### src/rtl/lumi_txcrdt_pkg.sv
// Shared LUMI credit definitions: FSM encoding, counter width, status field offsets.
package lumi_txcrdt_pkg;

  localparam int LUMI_CRDTW    = 16;
  localparam int STAT_REQ_LSB  = 0;
  localparam int STAT_RESP_LSB = 16;

  typedef enum logic [1:0] {
    ST_IDLE = 2'd0,
    ST_INIT = 2'd1,
    ST_WAIT = 2'd2,
    ST_SEND = 2'd3
  } crdt_state_e;

  function automatic logic [LUMI_CRDTW-1:0] sat_inc(input logic [LUMI_CRDTW-1:0] v,
                                                    input logic                  inc);
    return (inc && (v != '1)) ? v + LUMI_CRDTW'(1) : v;
  endfunction

endpackage

### src/rtl/lumi_crdt_cnt.sv
// Saturating credit counter: adds a value and optionally takes one, never below 0.
module lumi_crdt_cnt #(
  parameter int W = 16
) (
  input  logic         clk,
  input  logic         nreset,
  input  logic         i_clr,
  input  logic [W-1:0] i_add,
  input  logic         i_dec,
  output logic [W-1:0] o_cnt
);

  logic [W-1:0] r_cnt;
  logic         w_dec;
  logic [W:0]   w_sum;

  // A decrement on an empty counter is dropped, so the sum can never go negative.
  assign w_dec = i_dec && (r_cnt != '0);
  assign w_sum = {1'b0, r_cnt} + {1'b0, i_add} - {{W{1'b0}}, w_dec};

  always_ff @(posedge clk or negedge nreset) begin
    if (!nreset)    r_cnt <= '0;
    else if (i_clr) r_cnt <= '0;
    else            r_cnt <= w_sum[W] ? '1 : w_sum[W-1:0];
  end

  assign o_cnt = r_cnt;

endmodule

### src/rtl/lumi_txcrdt.sv
// LUMI tx credit tracker and periodic rx credit-return message generator.
// States: IDLE disabled | INIT advertise buffer depth | WAIT interval timer | SEND return credits
module lumi_txcrdt
  import lumi_txcrdt_pkg::*;
#(
  parameter int CRDTW = LUMI_CRDTW
) (
  input  logic               clk,
  input  logic               nreset,
  input  logic               csr_txcrdt_en,
  input  logic [CRDTW-1:0]   csr_txcrdt_intrvl,
  input  logic [CRDTW-1:0]   csr_rxcrdt_req_init,
  input  logic [CRDTW-1:0]   csr_rxcrdt_resp_init,
  output logic [2*CRDTW-1:0] csr_txcrdt_status,
  input  logic               tx_req_send,
  input  logic               tx_resp_send,
  output logic               tx_req_ok,
  output logic               tx_resp_ok,
  input  logic               rmt_crdt_valid,
  input  logic [CRDTW-1:0]   rmt_crdt_req,
  input  logic [CRDTW-1:0]   rmt_crdt_resp,
  input  logic               rx_req_pop,
  input  logic               rx_resp_pop,
  output logic               crdt_upd_valid,
  output logic [CRDTW-1:0]   crdt_upd_req,
  output logic [CRDTW-1:0]   crdt_upd_resp,
  input  logic               crdt_upd_ready
);

  crdt_state_e      r_state;
  logic [CRDTW-1:0] r_timer;
  logic [CRDTW-1:0] r_ret_req;
  logic [CRDTW-1:0] r_ret_resp;
  logic [CRDTW-1:0] w_req_crdt;
  logic [CRDTW-1:0] w_resp_crdt;
  logic [CRDTW-1:0] w_req_add;
  logic [CRDTW-1:0] w_resp_add;
  logic             w_clr;
  logic             w_send_hs;

  assign w_clr     = !csr_txcrdt_en || (r_state == ST_IDLE);
  assign w_send_hs = csr_txcrdt_en && (r_state == ST_SEND) && crdt_upd_ready;
  assign w_req_add  = rmt_crdt_valid ? rmt_crdt_req  : '0;
  assign w_resp_add = rmt_crdt_valid ? rmt_crdt_resp : '0;

  lumi_crdt_cnt #(.W(CRDTW)) u_req_cnt (
    .clk    (clk),
    .nreset (nreset),
    .i_clr  (w_clr),
    .i_add  (w_req_add),
    .i_dec  (tx_req_send),
    .o_cnt  (w_req_crdt)
  );

  lumi_crdt_cnt #(.W(CRDTW)) u_resp_cnt (
    .clk    (clk),
    .nreset (nreset),
    .i_clr  (w_clr),
    .i_add  (w_resp_add),
    .i_dec  (tx_resp_send),
    .o_cnt  (w_resp_crdt)
  );

  assign csr_txcrdt_status[STAT_REQ_LSB  +: CRDTW] = w_req_crdt;
  assign csr_txcrdt_status[STAT_RESP_LSB +: CRDTW] = w_resp_crdt;
  assign tx_req_ok  = |w_req_crdt;
  assign tx_resp_ok = |w_resp_crdt;

  // Pops landing in the handshake cycle are folded in with the subtraction, not lost.
  always_ff @(posedge clk or negedge nreset) begin
    if (!nreset) begin
      r_ret_req  <= '0;
      r_ret_resp <= '0;
    end else if (w_clr) begin
      r_ret_req  <= '0;
      r_ret_resp <= '0;
    end else if (w_send_hs) begin
      r_ret_req  <= sat_inc(r_ret_req  - crdt_upd_req,  rx_req_pop);
      r_ret_resp <= sat_inc(r_ret_resp - crdt_upd_resp, rx_resp_pop);
    end else begin
      r_ret_req  <= sat_inc(r_ret_req,  rx_req_pop);
      r_ret_resp <= sat_inc(r_ret_resp, rx_resp_pop);
    end
  end

  always_ff @(posedge clk or negedge nreset) begin
    if (!nreset) begin
      r_state        <= ST_IDLE;
      r_timer        <= '0;
      crdt_upd_valid <= 1'b0;
      crdt_upd_req   <= '0;
      crdt_upd_resp  <= '0;
    end else if (!csr_txcrdt_en) begin
      r_state        <= ST_IDLE;
      r_timer        <= '0;
      crdt_upd_valid <= 1'b0;
    end else begin
      case (r_state)
        ST_IDLE: begin
          r_state        <= ST_INIT;
          crdt_upd_valid <= 1'b1;
          crdt_upd_req   <= csr_rxcrdt_req_init;
          crdt_upd_resp  <= csr_rxcrdt_resp_init;
        end
        ST_INIT: begin
          if (crdt_upd_ready) begin
            r_state        <= ST_WAIT;
            crdt_upd_valid <= 1'b0;
          end
        end
        ST_WAIT: begin
          if (r_timer == csr_txcrdt_intrvl) begin
            r_timer <= '0;
            if ((r_ret_req | r_ret_resp) != '0) begin
              r_state        <= ST_SEND;
              crdt_upd_valid <= 1'b1;
              crdt_upd_req   <= r_ret_req;
              crdt_upd_resp  <= r_ret_resp;
            end
          end else begin
            r_timer <= r_timer + CRDTW'(1);
          end
        end
        ST_SEND: begin
          if (crdt_upd_ready) begin
            r_state        <= ST_WAIT;
            crdt_upd_valid <= 1'b0;
          end
        end
        default: r_state <= ST_IDLE;
      endcase
    end
  end

endmodule
### config.mk
export PLATFORM = sky130hd
export DESIGN_NAME = lumi_txcrdt
export DESIGN_NICKNAME = d
export VERILOG_FILES = /design/src/rtl/lumi_txcrdt_pkg.sv /design/src/rtl/lumi_crdt_cnt.sv /design/src/rtl/lumi_txcrdt.sv
export SDC_FILE = /design/constraint.sdc
export NUM_CORES = 1
export LEC_CHECK = 0
export CORE_UTILIZATION = 35
export CTS_CLUSTER_DIAMETER = 50
export CTS_CLUSTER_SIZE = 30
export DETAILED_ROUTE_END_ITERATION = 7
export GPL_ROUTABILITY_DRIVEN = 0
export PLACE_DENSITY = 0.68
export SETUP_SLACK_MARGIN = 0.3
export SYNTH_ARGS = -nofsm -noshare
export SYNTH_HDL_FRONTEND = slang
export SYNTH_HIERARCHICAL = 1
export SYNTH_SLANG_ARGS = --single-unit
### constraint.sdc
create_clock -name clk -period 2.89 [get_ports clk]
set_clock_uncertainty 0.05 [all_clocks]
set_input_delay 0.4335 -clock clk [delete_from_list [all_inputs] [get_ports clk]]
set_output_delay 0.4335 -clock clk [all_outputs]
set_load 0.01 [all_outputs]
==> flow_metrics.env <==
export IMPL_crit_top_cell="inv_2"
export IMPL_io_buffers=155
export IMPL_grt_setup_unrepaired="true"
export IMPL_critPathMaxStageDelay_ps=400
export IMPL_nFillCells=2748
export IMPL_path_max_fanout=5
export IMPL_worst_pin_slew_ps=667
export IMPL_synthArstFlopShare=1.00
export IMPL_htreeDepth=4
export IMPL_grt_pass1_vias=11648
export IMPL_area_growth_pct=54.0
export IMPL_relSlewSlack=0.544
export IMPL_synth_top_cell_by_area="dfrtp_1"
export IMPL_timing_final_ws_setup_ps=-225
export IMPL_syn_num_nets=1591
export IMPL_wirelength_um=35500
export IMPL_avgViaCountPerCell=5.24
export IMPL_utilization=0.550
export IMPL_ir_drop_v=0.000616
export IMPL_grt_pass1_wl_um=57400
export IMPL_cpLargestDelayFamily="adder cells"
export IMPL_synth_cells=1397
export IMPL_hpwlAfterDp_um=26700
export IMPL_cts_path_max_buffers=2
export IMPL_dr_first_iter_drc_count=732
export IMPL_worstPathRequired_ps=3130
export IMPL_syn_area_per_cell_um2=8.09
export IMPL_wl_per_cell_um=15.8
export IMPL_core_area_um2=31600
export IMPL_cp_arrival_ps=3350
export IMPL_ys_warn_count=6
export IMPL_io_pins=156
export IMPL_leakagePower_nw=7.93
export IMPL_synth_edff_count=0
export IMPL_finish_instance_area_um2=17400
export IMPL_grt_ovfl_total=0
export IMPL_ys_types=92
export IMPL_drive_above_1_share=0.301
export IMPL_setup_tns_ps=-9610
export IMPL_grt_max_degree=58
export IMPL_clock_latency_ps=420
export IMPL_final_period_utilization=1.08
export IMPL_placed_area_um2=15600
export IMPL_antenna_found_initial=0
export IMPL_numCtsBuffers=17
export IMPL_clk_pin_slew_ps=60
export IMPL_track_usage=0.214
export IMPL_min_path_type="in2async"
export IMPL_rows=65
export IMPL_clock_sinks=114
export IMPL_path_class="reg2reg"
export IMPL_initial_utilization=0.357
export IMPL_place_inst=2169
export IMPL_ys_dominant_reg_cell="dfrtp_1"
export IMPL_fmax_mhz=321
export IMPL_yosys_register_bits=114
export IMPL_yosys_top_cells_count="184 x inv_1, 114 x dfrtp_1, 110 x nand2_1, 101 x ha_1, 91 x o21ai_0"
export IMPL_die_x_um=182
export IMPL_die_height_um=182
export IMPL_ant_nets=0
export IMPL_die_area_um2=33000
export IMPL_setup_viol=62
export IMPL_n_antenna_cell=0
export IMPL_maxCapViolCount=0
export IMPL_drtPass1Iterations=5
export IMPL_route_detailed_drc=0
export IMPL_start_kind="flop"
export IMPL_nNetsFinal=2030
export IMPL_synth_top_cell_area_share=0.253
export IMPL_min_period_ps=3110
export IMPL_final_cells=2251
export IMPL_synth_seq_area_share=0.253
export IMPL_hold_viol=0
export IMPL_slowest_stage="dfrtp_1"
export IMPL_ys_top_cells_by_area="dfrtp_1 25%, ha_1 11%, inv_1 6.1%"
export IMPL_crit_chain="nor4_4 -> a41oi_2 -> ha_1 -> inv_2 -> ha_4 -> inv_2 -> fa_2 -> nand2b_4 -> a21oi_4 -> o21ai_4 -> o2bb2ai_4 -> xor2_4 -> buf_6 -> buf_12 -> a21oi_2"
export IMPL_root_buffer="clkbuf_16"
export IMPL_via_count=11796
export IMPL_crit_buf_inv=4
export IMPL_failed_checks="setup timing"
export IMPL_yosys_cell_count_top_type="inv_1"
export IMPL_cts_tree="yes"
export IMPL_finalMaxSlewViolations=0
export IMPL_endpoint_kind="flop"
export IMPL_synth_area_um2=11300
export IMPL_worst_hold_slack_ps=458
export IMPL_status="finished, violations left"
export IMPL_power_density_nw_per_um2=934
area by class of cell:
class / instances / area, um2 / share of cell area
inverters: 184 / 693 / 0.0398
flip-flops and latches: 114 / 2860 / 0.164
repair buffers: 477 / 4180 / 0.240
multi-input cells: 1042 / 8520 / 0.490
clock inverters: 10 / 180 / 0.0104
clock buffers: 22 / 464 / 0.0267
well taps: 402 / 503 / 0.0289
routing by layer:
| layer | track usage | vias to the layer above | share of wire |
|---|---|---|---|
| met5 | 0 | - | 0 |
| met4 | 0.0654 | 0 | 0.021 |
| met1 | 0.268 | 5629 | 0.44 |
| met2 | 0.378 | 293 | 0.50 |
| li1 | - | 5819 | - |
| met3 | 0.0293 | 55 | 0.036 |
logic make-up after synthesis:
kind of cell	Yosys count	share of synthesized area
and+or+nand+nor	422	0.202
AOI/OAI and AO/OA	360	0.213
buffers and inverters	242	0.0864
DFF	114	0.253
xor gates and xnor gates	112	0.0902
adders and majority gates	105	0.119
muxes	42	0.0373
power breakdown:
group / switching [mW] / internal, mW / total (mW)
Clock: 0.769 / 1.57 / 2.34
Combinational: 5.67 / 6.07 / 11.7
Sequential: 0.258 / 1.90 / 2.16
Total: 6.70 / 9.55 / 16.2
path summary, 6_finish.rpt:
kind	cells after the start	start	endpoint	slack, ps
worst max-delay path	15	u_req_cnt/o_cnt[3]	u_req_cnt/o_cnt[9]	-220
worst min-delay path	2	nreset	r_timer[5]	460
worst max register to register	15	u_req_cnt/o_cnt[3]	u_req_cnt/o_cnt[9]	-220
worst min register to register	2	crdt_upd_req[12]	crdt_upd_req[12]	460
max in group asynchronous	3	nreset	crdt_upd_req[1]	1570
min in group clk	2	crdt_upd_req[12]	crdt_upd_req[12]	460
layout by cell type, fill, tap and decap left out, types with 10 or more instances in the layout:
master / count
and2_1: 47
o21ai_0: 85
nand2b_1: 10
a21oi_1: 65
ha_4: 12
mux2i_1: 40
nand3_1: 26
nor3_1: 18
dfrtp_1: 111
a21oi_2: 40
nand2_1: 106
ha_1: 84
a31oi_1: 11
a21o_1: 18
buf_6: 29
nand4_1: 33
o211ai_1: 18
clkdlybuf4s50_1: 154
xnor2_1: 48
nor2_1: 52
and3_1: 22
nor4_1: 19
xor2_1: 55
buf_4: 286
clkbuf_16: 17
inv_1: 175
per-stage QoR:
step / power, mW / setup WS, ps
finish: 16.2 / -225
CTS: 15.9 / -178
floorplan: 8.02 / -16.0
global route: 17.3 / -328
detailed placement: 12.1 / -481
global placement: 12.0 / -403
repair_timing:
action                                 4_1_cts  5_1_grt
gates cloned                                 4        0
hold buffers                                 1        0
pin swaps                                   64       34
endpoints found under the hold margin       29        0
setup buffers                               37        8
setup endpoints to repair                   65       96
resized for setup                           99       40
registers in the layout (all words and copies together) (netlist names):
register          count
crdt_upd_req         16
crdt_upd_resp        16
r_ret_req            16
r_ret_resp           16
r_timer              16
u_req_cnt/o_cnt      16
u_resp_cnt/o_cnt     16
r_state               2
Note: power is estimated with default switching activity, not from simulation.
